`src/rtl/mem_arbiter_pkg.sv`:
```
// mem_arbiter_pkg: shared state encoding, size codes, timeout default and alignment helper
package mem_arbiter_pkg;
  typedef enum logic [1:0] {S_IDLE, S_ACCESS, S_DONE} state_t;
  localparam logic [1:0] SZ_NONE = 2'd0;
  localparam logic [1:0] SZ_BYTE = 2'd1;
  localparam logic [1:0] SZ_HALF = 2'd2;
  localparam logic [1:0] SZ_WORD = 2'd3;
  localparam int TIMEOUT_DEF = 15;
  function automatic logic misaligned(logic [1:0] size, logic [1:0] lsb);
    return (size == SZ_HALF && lsb[0]) || (size == SZ_WORD && lsb != 2'b00);
  endfunction
endpackage

```
`src/rtl/mem_arbiter_rr_picker.sv`:
```
// rr_picker: two-way round-robin pick; on a tie the requester not granted last wins
module rr_picker (
  input  logic [1:0] req,
  input  logic       last_owner,
  output logic [1:0] win
);
  assign win = (req == 2'b11) ? (last_owner ? 2'b01 : 2'b10) : (req[0] ? 2'b01 : (req[1] ? 2'b10 : 2'b00));
endmodule

```
`src/rtl/mem_arbiter.sv`:
```
// mem_arbiter: two-requester memory arbiter with wait-state timeout and alignment checking
module mem_arbiter
  import mem_arbiter_pkg::*;
#(
  parameter int TIMEOUT = TIMEOUT_DEF
) (
  input  logic        clk,
  input  logic        rst,
  input  logic [1:0]  req,
  input  logic [31:0] r_addr0,
  input  logic [31:0] r_addr1,
  input  logic [31:0] r_wdata0,
  input  logic [31:0] r_wdata1,
  input  logic [1:0]  r_rw,
  input  logic [1:0]  r_size0,
  input  logic [1:0]  r_size1,
  output logic [1:0]  gnt,
  output logic [1:0]  done,
  output logic        err,
  output logic [31:0] rdata,
  output logic [31:0] mem_addr,
  output logic [31:0] mem_wdata,
  input  logic [31:0] mem_rdata,
  output logic        mem_rw,
  output logic [1:0]  mem_size,
  input  logic        mem_ready
);
  localparam logic [3:0] TO_LAST = 4'(TIMEOUT - 1);
  state_t      state_q, state_d;
  logic [1:0]  gnt_q, gnt_d, done_q, done_d, mem_size_q, mem_size_d;
  logic        err_q, err_d, mem_rw_q, mem_rw_d, last_owner_q, last_owner_d;
  logic [31:0] rdata_q, rdata_d, mem_addr_q, mem_addr_d, mem_wdata_q, mem_wdata_d;
  logic [3:0]  cnt_q, cnt_d;
  logic [1:0]  win, sz;
  logic        sel, bad;
  logic [31:0] a, wd;

  rr_picker u_pick (.req(req), .last_owner(last_owner_q), .win(win));

  // next-state and registered-output computation for the access FSM
  always_comb begin
    sel = win[1];
    a = sel ? r_addr1 : r_addr0;
    wd = sel ? r_wdata1 : r_wdata0;
    sz = sel ? r_size1 : r_size0;
    bad = misaligned(sz, a[1:0]);
    state_d = state_q;
    gnt_d = gnt_q;
    done_d = 2'b00;
    err_d = 1'b0;
    rdata_d = rdata_q;
    mem_addr_d = mem_addr_q;
    mem_wdata_d = mem_wdata_q;
    mem_rw_d = 1'b0;
    mem_size_d = SZ_NONE;
    cnt_d = cnt_q;
    last_owner_d = last_owner_q;
    case (state_q)
      S_IDLE: if (|win) begin
        gnt_d = win;
        mem_addr_d = a;
        mem_wdata_d = wd;
        cnt_d = 4'd0;
        if (sz == SZ_NONE || bad) begin
          state_d = S_DONE;
          done_d = win;
          err_d = bad;
          rdata_d = 32'd0;
        end else begin
          state_d = S_ACCESS;
          mem_size_d = sz;
          mem_rw_d = r_rw[sel];
        end
      end
      S_ACCESS: if (mem_ready) begin
        state_d = S_DONE;
        done_d = gnt_q;
        rdata_d = mem_rw_q ? 32'd0 : mem_rdata;
      end else if (cnt_q == TO_LAST) begin
        state_d = S_DONE;
        done_d = gnt_q;
        err_d = 1'b1;
        rdata_d = 32'd0;
      end else begin
        cnt_d = cnt_q + 4'd1;
        mem_size_d = mem_size_q;
        mem_rw_d = mem_rw_q;
      end
      S_DONE: begin
        state_d = S_IDLE;
        gnt_d = 2'b00;
        last_owner_d = gnt_q[1];
      end
      default: state_d = S_IDLE;
    endcase
  end

  // state and output registers with synchronous active-low reset
  always_ff @(posedge clk) begin
    if (!rst) begin
      state_q <= S_IDLE;
      gnt_q <= 2'b00;
      done_q <= 2'b00;
      err_q <= 1'b0;
      rdata_q <= 32'd0;
      mem_addr_q <= 32'd0;
      mem_wdata_q <= 32'd0;
      mem_rw_q <= 1'b0;
      mem_size_q <= SZ_NONE;
      cnt_q <= 4'd0;
      last_owner_q <= 1'b1;
    end else begin
      state_q <= state_d;
      gnt_q <= gnt_d;
      done_q <= done_d;
      err_q <= err_d;
      rdata_q <= rdata_d;
      mem_addr_q <= mem_addr_d;
      mem_wdata_q <= mem_wdata_d;
      mem_rw_q <= mem_rw_d;
      mem_size_q <= mem_size_d;
      cnt_q <= cnt_d;
      last_owner_q <= last_owner_d;
    end
  end

  assign gnt = gnt_q;
  assign done = done_q;
  assign err = err_q;
  assign rdata = rdata_q;
  assign mem_addr = mem_addr_q;
  assign mem_wdata = mem_wdata_q;
  assign mem_rw = mem_rw_q;
  assign mem_size = mem_size_q;
endmodule

```
`config.mk`:
```
export PLATFORM = sky130hd
export DESIGN_NAME = mem_arbiter
export DESIGN_NICKNAME = d
export VERILOG_FILES = /design/src/rtl/mem_arbiter_pkg.sv /design/src/rtl/mem_arbiter_rr_picker.sv /design/src/rtl/mem_arbiter.sv
export SDC_FILE = /design/constraint.sdc
export NUM_CORES = 1
export LEC_CHECK = 0
export ABC_AREA = 0
export CAP_MARGIN = 10
export CORE_MARGIN = 1
export CORE_UTILIZATION = 41
export DETAILED_ROUTE_END_ITERATION = 10
export PLACE_DENSITY = 0.95
export SYNTH_ARGS = -nofsm -noshare
export SYNTH_HDL_FRONTEND = slang
export SYNTH_SLANG_ARGS = --single-unit
```
`constraint.sdc`:
```
create_clock -name clk -period 3.6 [get_ports clk]
set_clock_uncertainty 0.2 [all_clocks]
set_input_delay 0.72 -clock clk [delete_from_list [all_inputs] [get_ports clk]]
set_output_delay 0.72 -clock clk [all_outputs]
set_load 0.05 [all_outputs]
```
# == Yosys cells after proc, flatten, opt, wreduce, memory -nomap -nowiden ==
# Index checks and enable logic that the tools add are counted.
# classes
shift,0
mux,46
bitwise_logic,0
magnitude_cmp,1
addsub,1
div_mod_pow,0
reduce_logical,15
multipliers,0
eq_ne,11
# op_table
op,n
32-bit 2-to-1 mux,7
32-bit case mux with 2 select lines,1
2-bit 2-to-1 mux,18
2-bit case mux with 2 select lines,4
4-bit 2-to-1 mux,3
1-bit 2-to-1 mux,10
"2-bit equality test, second input constant",4
"2-bit != test, second input constant",4
4-bit case mux with 2 select lines,1
4-bit AND reduction,2
2-bit AND reduction,3
2-bit nonzero test,3
"4-bit by 1-bit adder with 4-bit output, second input constant",1
"4-bit equality test, second input constant",1
2-bit logical NOT,2
1-bit case mux with 2 select lines,2
"3-bit != test, second input constant",1
"2-bit by 1-bit equality test with 1-bit output, second input constant",1
1-bit logical AND,2
1-bit logical OR,2
"1-bit by 2-bit less-than comparator with 1-bit output, second input constant",1
2-bit OR reduction,1
# word_totals
in_bits,171
ram_bits,0
latch_bits,0
mem_bits_ro,0
ff_bits,111
out_inout_bits,104
n_memories,0
wordCells,85

# == Depth between registers and ports, before layout ==
# depth
ltp_word,11
depth_mapped,7
mapped_depth_nobuf,6

# == By module ==
# Synthesis repeated with hierarchy kept, for this count alone.
# hier_totals
hier_cells,604
area_unflattened_um2,5560.3
# by_module_without_submodules
mod,instances,seq_area_each_um2,cells_each,area_per_inst_um2
mem_arbiter,1,2222.1,601,5541.6
rr_picker,1,0.0,3,18.8

# == Least setup slack after synthesis ==
# Ideal clock, no wire load.
# synth_path
path_type,input -> register
start,input req[1]
end,"register rdata_q[10], in the netlist rdata[10]"
setup_slack_ns,1.611
path_buffers,2
path_stages,6
setup_ns,0.117
arrival_time_ns,1.672
required_ns,3.283
cell_sequence,a21bo_2 > buf_2 > o2111ai_1 > o221ai_2 > buf_6 > a22o_1
# synth_via
elab_chain_len,10
elab_cells_between_ends,18
cone_classes,eq/ne (5); mux (5); reduce/logical (8)
# synth_rtl
element,line_no,source
start: declaration,mem_arbiter.sv:9,"input logic [1:0] req,"
2-bit 2-to-1 mux (2 in a row),mem_arbiter_rr_picker.sv:7,assign win = (req == 2'b11) ? (last_owner ? 2'b01 : 2'b10) : (req[0] ? 2'b01 : (req[1] ? 2'b10 : 2'b00));
2-bit 2-to-1 mux *,mem_arbiter_rr_picker.sv:7,
2-bit 2-to-1 mux / 32-bit 2-to-1 mux (equally long branches),"mem_arbiter.sv:45, mem_arbiter.sv:43",
2-bit equality test / 2-bit nonzero test (equally long branches),mem_arbiter_pkg.sv:10,return (size == SZ_HALF && lsb[0]) || (size == SZ_WORD && lsb != 2'b00);
1-bit logical AND,mem_arbiter_pkg.sv:10,
1-bit logical OR,mem_arbiter_pkg.sv:10,
1-bit logical OR,mem_arbiter.sv:64,if (sz == SZ_NONE || bad) begin
2-bit != test (no source line),-,
4-bit AND reduction (no source line) *,-,
end signal: assignment,mem_arbiter.sv:117,rdata_q <= rdata_d;
end: declaration,mem_arbiter.sv:32,"logic [31:0] rdata_q, rdata_d, mem_addr_q, mem_addr_d, mem_wdata_q, mem_wdata_d;"
# Every way passes the cells marked *; elsewhere a longest branch is shown, timed or not.
# A chain may end at the register's enable or synchronous reset.

# == Worst setup path after layout ==
# layout_path
start,"register mem_rw_q, in the netlist mem_rw"
end,output mem_rw
# layout_lines
element,line_no,source
start: declaration,mem_arbiter.sv:31,"logic err_q, err_d, mem_rw_q, mem_rw_d, last_owner_q, last_owner_d;"
start signal: assignment,mem_arbiter.sv:120,mem_rw_q <= mem_rw_d;
end: declaration,mem_arbiter.sv:24,"output logic mem_rw,"
# No word-level cell between the ends.

==> run_results.csv <==
group,metric,value,unit
cells_and_area,area_delta_synth_final,65.07,%
logic_synthesis,ys_seq_area_share,47.91,%
placed_design,finalWeightedCongestion,0.8916,
timing,fmax,391.6,MHz
clock_tree,postCtsSetupBuffers,0,
grt,grt.overflow.total,0,
logic_synthesis,synth_area,4638,um^2
pwr,power.total,3.892,mW
critical_path,critPathSlowestCell,"clkdlybuf4s50_1",
grt,track_usage,26.41,%
critical_path,crit_fanout,3,
cells_and_area,nFillCells,797,
drt,wl_per_cell,17.02,um
critical_path,reg2reg_from,"cnt_q[0]$_SDFFE_PN0P_",
pwr,ir_drop,0.0003381,V
placed_design,io_buffers,274,
drt,drc,0,
timing,drv_slew,0,
timing,hold_viol,0,
logic_synthesis,dominantRegCellSynth,"dfxtp_1",
critical_path,critPathMaxStageDelay,0.88,ns
logic_synthesis,synth.net_count,702,
drt,wl,15.74,mm
critical_path,crit_buf_inv,1,
critical_path,path_cells,"clkdlybuf4s50_1",
logic_synthesis,ys_seq_elements,111,
timing,slew_headroom,53.84,%
clock_tree,hold_buffers,0,
critical_path,worstRegToRegCells,7,
clock_tree,cts_buffers,9,
clock_tree,clock_path_buffers,2,
critical_path,cp-start-kind,"register",
critical_path,ff2ff_setup_slack,1.36,ns
grt,first_global_vias,4968,
floorplan,core_area,10940,um^2
critical_path,cp.required,2.68,ns
timing,whs,0.2822,ns
pwr,p_leak,2.934,nW
timing,period_share,70.94,%
critical_path,rr_endpoint,"rdata[10]$_SDFFE_PN0P_",
grt,grt_max_degree,68,
timing,min_period,2.554,ns
floorplan,start_util,42.41,%
placed_design,dp.final_hpwl,11.64,mm
logic_synthesis,synth_edf_count,0,
critical_path,cp.depth,1,
cells_and_area,layout_commonest_cell,"clkdlybuf4s50_1",
clock_tree,ctsResizeCount,0,
floorplan,rows,38,
critical_path,cp.arrival,1.63,ns
critical_path,critical_path.top_delay_family,"buffers and inverters",
drt,firstDrtPassIters,4,
critical_path,cp-end-kind,"output pin",
outcome,outcome,"finished, final reports clean",
drt,drt_iter0_drc,351,
job,cap_violations,0,
floorplan,io_pins,275,
critical_path,endpoint,"mem_rw",
clock_tree,clock-sinks,111,
clock_tree,cts-htree-levels,3,
worst_hold_path,hp-class,"reg2reg",
timing,setup_tns,0,ns
clock_tree,clock_latency,0.35,ns
grt,grt_pass1_wl,24.17,mm
clock_tree,cts-root-buf,"clkbuf_16",
drt,via_count,5055,
floorplan,chipWidth,108.4,um
timing,rsz0062_at_grt,"no",
logic_synthesis,ys_warn_count,0,
pwr,p_per_area,508.4,nW/um^2
cells_and_area,drive_gt1_share,4.968,%
timing,tightest_slew,0.6924,ns
clock_tree,cts_tree,"built",
logic_synthesis,synth_cells,529,
critical_path,startpoint,"mem_rw$_SDFFE_PN0P_",
logic_synthesis,ys_async_sr_fraction,0,%
floorplan,die_h,108.4,um
drt,viasPerCell,5.465,
timing,setup_viol,0,
clock_tree,clkTransAtPathRegs,0.08,ns
cells_and_area,mostFrequentLayoutCells,"clkdlybuf4s50_1 (274), nand2_1 (133), dfxtp_1 (111)",
critical_path,crit_type,"reg2out",
drt,ant_nets,0,
logic_synthesis,postSynthAreaPerCell,8.768,um^2
worst_hold_path,min_path_cells,2,
logic_synthesis,synth_cell_types,43,
grt,antenna_found_initial,0,
cells_and_area,nets,953,
floorplan,dieArea,11740,um^2
cells_and_area,antenna_cells,0,
## flip-flops by register name, summed over array words and instances, names as in the netlist
name / flops
mem_addr: 32
err: 1
cnt_q: 4
last_owner_q: 1
rdata: 32
mem_rw: 1
mem_wdata: 32
state_q: 2
gnt: 2
done: 2
mem_size: 2
## synth_stat cells, types with 2 or more instances
library cell	instances	area share [%]
inv_1	4	0.32
ha_1	2	0.54
a21oi_1	4	0.43
a22o_1	33	6.2
nand2_1	133	11
dfxtp_1	111	48
mux2i_1	2	0.43
buf_2	16	1.7
buf_4	6	0.97
a311oi_1	64	12
nor2_1	75	6.1
o31ai_1	3	0.49
nor2b_1	2	0.27
clkbuf_1	11	0.89
buf_6	12	2.9
nor3_1	8	0.86
nand2b_1	2	0.27
a32oi_1	2	0.38
nand3_1	6	0.65
o21ai_0	6	0.65
a31o_2	2	0.38
a31oi_1	4	0.54
## power breakdown
part	switching (mW)	internal [mW]
combinational	0.858	0.531
sequential	0.0880	1.37
clock	0.488	0.559
## kinds of logic (layout without fill, tap and decap cells)
group | count (synthesis) | in the layout | share of synthesized area (%)
flops | 111 | 111 | 47.91
compound gates | 126 | 126 | 22.98
simple gates | 236 | 236 | 20.69
xor+xnor | 2 | 2 | 0.3777
mux | 3 | 3 | 0.6744
buf+inv | 49 | 305 | 6.825
fa+ha+maj | 2 | 2 | 0.5394
## metal layers
metal  global-route usage, %  routed length, um  vias to the layer above
li1                        -                  -                     2390
met2                   45.77               7884                      285
met4                   14.77                507                        0
met3                   8.258               1437                       47
met1                   28.48               5912                     2333
met5                       0                  0                        -
## how the worst min path moves through the flow
stage | startpoint | endpoint | slack [ns]
2_1_floorplan | cnt_q[1]$_SDFFE_PN0P_ | cnt_q[1]$_SDFFE_PN0P_ | 0.32
3_3_place_gp | rdata[18]$_SDFFE_PN0P_ | rdata[18]$_SDFFE_PN0P_ | 0.26
3_5_place_dp | rdata[14]$_SDFFE_PN0P_ | rdata[14]$_SDFFE_PN0P_ | 0.26
4_1_cts | rdata[26]$_SDFFE_PN0P_ | rdata[26]$_SDFFE_PN0P_ | 0.28
5_1_grt | mem_size[0]$_SDFFE_PN0P_ | mem_size[0]$_SDFFE_PN0P_ | 0.30
6_report | mem_size[1]$_SDFFE_PN0P_ | mem_size[1]$_SDFFE_PN0P_ | 0.28
## final cells by class
class | count | area [um^2] | share of cell area [%]
timing repair buffer | 285 | 2825 | 36.90
sequential | 111 | 2222 | 29.02
multi-input combinational | 369 | 2106 | 27.50
clock buffer | 9 | 225.2 | 2.942
tap | 140 | 175.2 | 2.288
clock inverter | 7 | 87.58 | 1.144
inverter | 4 | 15.01 | 0.1961
## metrics by stage
step / cells / setup WS [ns] / instance area, um^2 / util (%)
4_1_cts: 925 / 1.039 / 7656 / 70.01
3_5_place_dp: 909 / 0.7109 / 7343 / 67.15
5_1_grt: 925 / 0.9649 / 7656 / 70.01
6_report: 925 / 1.046 / 7656 / 70.01
3_3_place_gp: 909 / 0.8690 / 7343 / 67.15
2_1_floorplan: 529 / 1.611 / 4638 / -
(Power assumes the default switching activity.)
